--- src/rtl/pbkdf2_host_if_if.sv ---
// pbkdf2_host_if_if: host word stream, pbkdf2 request/result and result-word handshakes
interface pbkdf2_host_if_if;
  logic         word_v_i;
  logic [31:0]  word_i;
  logic         word_ready_o;
  logic         req_v_o;
  logic         req_ready_i;
  logic [5:0]   req_slen_o;
  logic [31:0]  req_iters_o;
  logic [511:0] req_pass_o;
  logic [511:0] req_salt_o;
  logic         hash_v_i;
  logic [255:0] hash_i;
  logic         hash_ready_o;
  logic         res_v_o;
  logic [31:0]  res_word_o;
  logic         res_ready_i;
  logic         busy_o;
  modport slave (
    input  word_v_i, word_i, req_ready_i, hash_v_i, hash_i, res_ready_i,
    output word_ready_o, req_v_o, req_slen_o, req_iters_o, req_pass_o, req_salt_o,
           hash_ready_o, res_v_o, res_word_o, busy_o
  );
  modport master (
    output word_v_i, word_i, req_ready_i, hash_v_i, hash_i, res_ready_i,
    input  word_ready_o, req_v_o, req_slen_o, req_iters_o, req_pass_o, req_salt_o,
           hash_ready_o, res_v_o, res_word_o, busy_o
  );
endinterface

--- src/rtl/pbkdf2_host_if.sv ---
// pbkdf2_host_if: packs 34 host words into one pbkdf2 request and returns the 256-bit result as 8 words
module pbkdf2_host_if (
  input logic             clk_i,
  input logic             rst_ni,
  pbkdf2_host_if_if.slave bus
);
  typedef enum logic [1:0] {LOAD, ISSUE, WAIT, DRAIN} state_t;
  state_t       r_state, w_next;
  logic [5:0]   r_cnt;
  logic [5:0]   r_slen;
  logic [31:0]  r_iters;
  logic [511:0] r_pass, r_salt;
  logic [255:0] r_hash;
  logic         w_word_acc, w_req_acc, w_hash_acc, w_res_acc;
  assign w_word_acc = bus.word_v_i & (r_state == LOAD);
  assign w_req_acc  = bus.req_ready_i & (r_state == ISSUE);
  assign w_hash_acc = bus.hash_v_i & (r_state == WAIT);
  assign w_res_acc  = bus.res_ready_i & (r_state == DRAIN);
  always_ff @(posedge clk_i or negedge rst_ni)
    if (!rst_ni) r_state <= LOAD;
    else r_state <= w_next;
  always_comb
    w_next = (w_word_acc && r_cnt == 6'd33) ? ISSUE :
             w_req_acc                      ? WAIT  :
             w_hash_acc                     ? DRAIN :
             (w_res_acc && r_cnt == 6'd7)   ? LOAD  : r_state;
  always_comb begin
    bus.word_ready_o = r_state == LOAD;
    bus.req_v_o      = r_state == ISSUE;
    bus.hash_ready_o = r_state == WAIT;
    bus.res_v_o      = r_state == DRAIN;
    bus.res_word_o   = (r_state == DRAIN) ? r_hash[255:224] : 32'd0;
    bus.busy_o       = r_state != LOAD;
    bus.req_slen_o   = r_slen;
    bus.req_iters_o  = r_iters;
    bus.req_pass_o   = r_pass;
    bus.req_salt_o   = r_salt;
  end
  // pass/salt and the result shift MS word first, so word order falls out of the shift direction
  always_ff @(posedge clk_i or negedge rst_ni)
    if (!rst_ni) begin
      r_cnt   <= 6'd0;
      r_slen  <= 6'd0;
      r_iters <= 32'd0;
      r_pass  <= '0;
      r_salt  <= '0;
      r_hash  <= '0;
    end else begin
      if (w_hash_acc) r_cnt <= 6'd0;
      else if (w_word_acc || w_res_acc) r_cnt <= (w_next != r_state) ? 6'd0 : r_cnt + 6'd1;
      if (w_word_acc && r_cnt == 6'd0) r_slen <= bus.word_i[5:0];
      if (w_word_acc && r_cnt == 6'd1) r_iters <= bus.word_i;
      if (w_word_acc && r_cnt >= 6'd2 && r_cnt <= 6'd17) r_pass <= {r_pass[479:0], bus.word_i};
      if (w_word_acc && r_cnt >= 6'd18) r_salt <= {r_salt[479:0], bus.word_i};
      if (w_hash_acc) r_hash <= bus.hash_i;
      else if (w_res_acc) r_hash <= {r_hash[223:0], 32'd0};
    end
endmodule

--- src/flat_wrapper.sv ---
// flat-port wrapper written by rule: the top's interface ports become plain ports
module pbkdf2_host_if_flat 
  (clk_i, rst_ni, bus_word_v_i, bus_word_i, bus_req_ready_i, bus_hash_v_i, bus_hash_i, bus_res_ready_i, bus_word_ready_o, bus_req_v_o, bus_req_slen_o, bus_req_iters_o, bus_req_pass_o, bus_req_salt_o, bus_hash_ready_o, bus_res_v_o, bus_res_word_o, bus_busy_o);
  pbkdf2_host_if_if bus_i ();
  input logic clk_i;
  input logic rst_ni;
  input wire logic [$bits(bus_i.word_v_i)-1:0] bus_word_v_i;
  input wire logic [$bits(bus_i.word_i)-1:0] bus_word_i;
  input wire logic [$bits(bus_i.req_ready_i)-1:0] bus_req_ready_i;
  input wire logic [$bits(bus_i.hash_v_i)-1:0] bus_hash_v_i;
  input wire logic [$bits(bus_i.hash_i)-1:0] bus_hash_i;
  input wire logic [$bits(bus_i.res_ready_i)-1:0] bus_res_ready_i;
  output wire logic [$bits(bus_i.word_ready_o)-1:0] bus_word_ready_o;
  output wire logic [$bits(bus_i.req_v_o)-1:0] bus_req_v_o;
  output wire logic [$bits(bus_i.req_slen_o)-1:0] bus_req_slen_o;
  output wire logic [$bits(bus_i.req_iters_o)-1:0] bus_req_iters_o;
  output wire logic [$bits(bus_i.req_pass_o)-1:0] bus_req_pass_o;
  output wire logic [$bits(bus_i.req_salt_o)-1:0] bus_req_salt_o;
  output wire logic [$bits(bus_i.hash_ready_o)-1:0] bus_hash_ready_o;
  output wire logic [$bits(bus_i.res_v_o)-1:0] bus_res_v_o;
  output wire logic [$bits(bus_i.res_word_o)-1:0] bus_res_word_o;
  output wire logic [$bits(bus_i.busy_o)-1:0] bus_busy_o;
  assign bus_i.word_v_i = bus_word_v_i;
  assign bus_i.word_i = bus_word_i;
  assign bus_i.req_ready_i = bus_req_ready_i;
  assign bus_i.hash_v_i = bus_hash_v_i;
  assign bus_i.hash_i = bus_hash_i;
  assign bus_i.res_ready_i = bus_res_ready_i;
  assign bus_word_ready_o = bus_i.word_ready_o;
  assign bus_req_v_o = bus_i.req_v_o;
  assign bus_req_slen_o = bus_i.req_slen_o;
  assign bus_req_iters_o = bus_i.req_iters_o;
  assign bus_req_pass_o = bus_i.req_pass_o;
  assign bus_req_salt_o = bus_i.req_salt_o;
  assign bus_hash_ready_o = bus_i.hash_ready_o;
  assign bus_res_v_o = bus_i.res_v_o;
  assign bus_res_word_o = bus_i.res_word_o;
  assign bus_busy_o = bus_i.busy_o;
  pbkdf2_host_if u_core (.clk_i(clk_i), .rst_ni(rst_ni), .bus(bus_i));
endmodule
--- config.mk ---
export PLATFORM = sky130hd
export DESIGN_NAME = pbkdf2_host_if_flat
export DESIGN_NICKNAME = d
export VERILOG_FILES = /design/src/rtl/pbkdf2_host_if_if.sv /design/src/rtl/pbkdf2_host_if.sv /design/src/flat_wrapper.sv
export SDC_FILE = /design/constraint.sdc
export NUM_CORES = 2
export LEC_CHECK = 0
export CAP_MARGIN = 20
export CORE_AREA = 2 2 548 550
export CTS_BUF_LIST = sky130_fd_sc_hd__clkbuf_2
export DETAILED_ROUTE_END_ITERATION = 16
export DIE_AREA = 0 0 550 552
export SLEW_MARGIN = 25
export SYNTH_ARGS = -nofsm -noshare
export SYNTH_HDL_FRONTEND = slang
export SYNTH_SLANG_ARGS = --single-unit
export TNS_END_PERCENT = 5
--- constraint.sdc ---
create_clock -name clk_i -period 5.1 [get_ports clk_i]
set_clock_uncertainty 0.15 [all_clocks]
set_input_delay 1.275 -clock clk_i [delete_from_list [all_inputs] [get_ports clk_i]]
set_output_delay 1.275 -clock clk_i [all_outputs]
set_load 0.005 [all_outputs]
* After elaboration in Yosys (flattened, before gate mapping) *
Cells that the tools add are included.

operators by class
  $add $sub $neg = 1
  multiplexer cells = 10
  $lt $le $gt $ge = 3
  bitwise logic cells = 4
  eq/ne operators = 7
  reduce and logical (&&, ||, !) cells = 13

operator list
  operator                                                         number
  2-to-1 mux 256 bit                                               2
  2-to-1 mux 32 bit                                                1
  2-to-1 mux 6 bit                                                 3
  2-to-1 mux 2 bit                                                 4
  logical AND 1 bit                                                7
  adder 6 x 1 -> 6 bit (second input constant)                     1
  equality test 6 x 1 -> 1 bit (second input constant)             1
  equality test 6 x 3 -> 1 bit (second input constant)             1
  equality test 6 bit (second input constant)                      1
  >= comparator 6 x 2 -> 1 bit (second input constant)             1
  >= comparator 6 x 5 -> 1 bit (second input constant)             1
  less-or-equal comparator 6 x 5 -> 1 bit (second input constant)  1
  logical NOT 6 bit                                                1
  nonzero test 2 bit                                               3
  AND 1 bit                                                        4
  equality test 2 bit (second input constant)                      2
  equality test 2 x 1 -> 1 bit (second input constant)             1
  logical NOT 2 bit                                                1
  != test 2 bit                                                    1
  logical OR 1 bit                                                 1

storage, ports and cells
  register bits = 1,326
  output and inout bits = 1,099
  bits of input ports = 294

* Logic depth before layout (Yosys ltp) *
  word-level depth = 11
  mapped depth = 9
  depth with buffers taken out = 6

* Least setup slack after synthesis *
No wires, ideal clock.

  path kind = input-to-reg
  from = input port bus_word_v_i
  to = register u_core.r_pass[100], in the netlist u_core.bus.req_pass_o[100]
  cell stages on the path = 6
  required time = 4.825 ns
  buffers on the path = 2
  setup slack = 2.325 ns
  arrival time = 2.500 ns
  cell sequence = nor3b_4 > and2_1 > nand2_2 > buf_6 > buf_6 > mux2_2

between the ends
  word-level cells in the longest chain between the ends = 3

ends and longest elaborated chain
  what                             line                  text
  start: declaration               flat_wrapper.sv:7     input wire logic [$bits(bus_i.word_v_i)-1:0] bus_word_v_i;
  AND 1 bit                        pbkdf2_host_if.sv:15  assign w_word_acc = bus.word_v_i & (r_state == LOAD);
  logical AND 1 bit (2 in series)  pbkdf2_host_if.sv:53  if (w_word_acc && r_cnt >= 6'd2 && r_cnt <= 6'd17) r_pass <= {r_pass[479:0], bus.word_i};
  end signal: assignment           pbkdf2_host_if.sv:53
  end: declaration                 pbkdf2_host_if.sv:12  logic [511:0] r_pass, r_salt;

No other way between the ends.
A chain may end at the register's enable or synchronous reset.

* Worst setup path after layout *
  from = register u_core.r_state[0]
  to = output port bus_res_word_o[16]

between the ends
  word-level cells in the longest chain between the ends = 2

ends and longest elaborated chain
  what                      line                  text
  start: declaration        pbkdf2_host_if.sv:8   state_t r_state, w_next;
  start signal: assignment  pbkdf2_host_if.sv:21  else r_state <= w_next;
  equality test 2 bit       pbkdf2_host_if.sv:32  bus.res_word_o = (r_state == DRAIN) ? r_hash[255:224] : 32'd0;
  2-to-1 mux 32 bit         pbkdf2_host_if.sv:32
  end: declaration          flat_wrapper.sv:21    output wire logic [$bits(bus_i.res_word_o)-1:0] bus_res_word_o;

No other way between the ends.

==> impl_metrics.toml <==
[outcome]
status = "complete, no violations"

[global_routing]
grt_pass1_wl_mm = 327
gr-usage-all-layers_pct = 15.3
grt_pass1_vias = 39800
antenna_found_initial = 39
grt.overflow.total = 0
grt_max_degree = 142

[layout]
final_util_pct = 25.7
drive_gt1_share_pct = 22.4
stdcell_count = 9569
nNetsFinal = 5642
area_delta_synth_final_pct = 47.4

[yosys]
synth_cell_types = 39
netlist_area_mm2 = 0.0519
yosysMostFrequentCell = "dfrtp_1"
synth-edff-count = 0
yosys.area_share.simple_pct = 2.36
synth-compound-area-share_pct = 3.04
yosysTopAreaCell = "dfrtp_1"
synth_cells = 3399
ys_warn_count = 0
synth_xor_area_share_pct = 0.0169
synth_seq_area_share_pct = 63.9
synth_top_family_by_area = "multiplexers"
synth_top_cells_by_area = "dfrtp_1 (64%), mux2_2 (13%), mux2_1 (10%), mux2i_1 (4.3%), o21ai_0 (2.2%)"
synth_nets = 3698
yosys_register_bits = 1326
ys.flop_type = "dfrtp_1"
avgSynthCellArea_um2 = 15.3
synthAdderAreaFrac_pct = 0.121
yosysTopAreaCellShare_pct = 63.9
synth_commonest_cells = "dfrtp_1 (1326), mux2_2 (582), mux2_1 (480), nand2_1 (230), o21ai_0 (228)"
synthMuxAreaShare_pct = 27.4
synthArstFlopShare_pct = 100

[die]
die_area_mm2 = 0.304
ioPinCount = 1393
die_w_um = 550
die_h_um = 552
rows = 201
initial_core_util_pct = 17.4
fp.coreArea_mm2 = 0.298

[worst_setup_path]
endpoint_kind = "primary output"
critical_path_class = "flop to primary output"
cp_max_fo = 19
path_depth = 3
crit_family = "buffers and inverters"
cpMaxStageDelayCell = "dfrtp_4"
crit_buf_inv = 2
crit_arrival_ns = 3.19
required_ns = 3.67
path_cells = "buf_4 > and3_1 > clkdlybuf4s50_1"
start_kind = "flop"
critPathMaxStageDelay_ns = 0.64
reg2regPathDepth = 7

[placed_design]
gp_congestion = 0.895
io_buffers = 1392
placedCellCount = 8633
dp_hpwl_mm = 186

[sta]
tightest_slew_ns = 1.01
layout_min_cycle_time_ns = 4.62
maxSlewViolCount = 0
fin_setup_tns_ns = 0
setup_violations = 0
relSlewSlack_pct = 32.9
max_freq_mhz = 217
fin_crit_sh_pct = 90.5
rsz0062_at_grt = "no"
hold_ws_ns = 0.207
hold_viol = 0

[power]
power.leakage_nw = 35.9
ir_worst_vdd_uv = 228
power_density_mw_per_mm2 = 381

[routing]
wl_per_cell_um = 25.1
via_count = 37200
drt_iter0_drc = 2285
routed_wl_mm = 240
drc = 0
dr.pass1.iters = 6
viasPerCell = 3.89
ant_nets = 0

[cts]
numCtsBuffers = 365
clock_latency_ns = 1.74
cts_tree = "yes"
cts-htree-levels = 5
clk_pin_slew_worst_paths_ns = 0.10
cts_sinks = 1326
cts_root_buf = "clkbuf_2"
cts.path.max_buffers = 4

[job]
drv_cap = 0

[min_path]
min-delay-path-class = "flop to flop"
hold_depth = 1
## final timing paths
path / start / slack, ns / to
setup / recovery: u_core.r_state[0]$_DFF_PN0_ / 0.48 / bus_res_word_o[16]
hold / removal: u_core.bus.req_salt_o[29]$_DFFE_PN0P_ / 0.21 / u_core.bus.req_salt_o[61]$_DFFE_PN0P_
setup reg to reg: u_core.r_cnt[0]$_DFFE_PN0P_ / 1.56 / u_core.bus.req_salt_o[222]$_DFFE_PN0P_
hold reg to reg: u_core.bus.req_salt_o[29]$_DFFE_PN0P_ / 0.21 / u_core.bus.req_salt_o[61]$_DFFE_PN0P_
max in group asynchronous: rst_ni / 2.87 / u_core.bus.req_pass_o[198]$_DFFE_PN0P_
min in group asynchronous: rst_ni / 0.95 / u_core.r_hash[229]$_DFFE_PN0P_
## layer usage
metal | routed length [um] | track usage [%] | up-vias
met2 | 122000 | 27.2 | 1596
met3 | 22500 | 6.00 | 386
met4 | 8960 | 5.51 | 10
li1 | - | - | 16200
met1 | 86900 | 16.1 | 19100
met5 | 71 | 0 | -
## final cells by class
cell class / count / area (um^2)
repair buffers: 1786 / 18000
well taps: 3958 / 4950
clock inverters: 82 / 567
diodes: 28 / 70.1
multi-input cells: 1856 / 17100
fillers: 31000 / 222000
inverters: 8 / 30.0
flip-flops and latches: 1326 / 33200
clock buffers: 525 / 2630
## stage by stage
stage          cell area (um^2)  total power [mW]  worst slack (ns)
2_1_floorplan             51900              16.2              2.33
3_3_place_gp              70200              21.4             0.898
3_5_place_dp              70200              21.6             0.873
4_1_cts                   76500              30.0           -0.0559
5_1_grt                   76500              31.0            0.0887
6_report                  76500              29.2             0.482
## repair_timing
action | 4_1_cts | 5_1_grt
setup buffers | 0 | 1
hold buffers | 300 | 0
pin swaps | 0 | 0
hold endpoints to repair | 1400 | 0
resized for setup | 18 | 0
setup endpoints to repair | 32 | 3
## registers in the layout, indices dropped and copies added (netlist names)
name,count
u_core.bus.req_pass_o,512
u_core.bus.req_salt_o,512
u_core.r_hash,256
u_core.bus.req_iters_o,32
u_core.bus.req_slen_o,6
u_core.r_cnt,6
u_core.r_state,2
## placed cells by master, fill, tap and decap left out, drive strengths merged, types with 2 or more instances in the layout
cell and count:
clkinv 64, nand3 5, mux2 1062, ha 5
o21ai 229, a221o 2, clkdlybuf4s50 1381, clkbuf 525
nor2 4, and2 4, clkinvlp 6, diode 28
nor2b 2, buf 96, o221ai 2, mux2i 224
dlygate4sd3 299, a2111oi 2, o31ai 2, nor3 3
dfrtp 1326, a22o 33, dlygate4sd2 9, nand2 231
and3 33, inv 17, bufinv 3
## cells by family (layout without fill, tap and decap cells)
| group | Yosys count | after routing |
|---|---|---|
| other | 0 | 28 |
| buffers and inverters | 217 | 2401 |
| DFF | 1326 | 1326 |
| and+or+nand+nor | 287 | 287 |
| muxes | 1286 | 1286 |
| xor gates and xnor gates | 1 | 1 |
| AOI/OAI and AO/OA | 277 | 277 |
| adders and majority gates | 5 | 5 |
## report_power, final
| group | total (mW) | switching (mW) | leakage, nW | internal [mW] |
|---|---|---|---|---|
| Clock | 7.82 | 4.85 | 2.43 | 2.96 |
| Combinational | 7.36 | 3.66 | 15.3 | 3.70 |
| Sequential | 14.0 | 1.82 | 18.1 | 12.2 |
## worst reg2reg max path, delay by kind of cell (launching register included)
kind            cells  cell delay, ns
compound gates      2            0.71
fa+ha+maj           1            0.21
mux                 1            0.47
buf+inv             3            1.39
flops               1            0.45
Power figures use the tool's default switching activity.
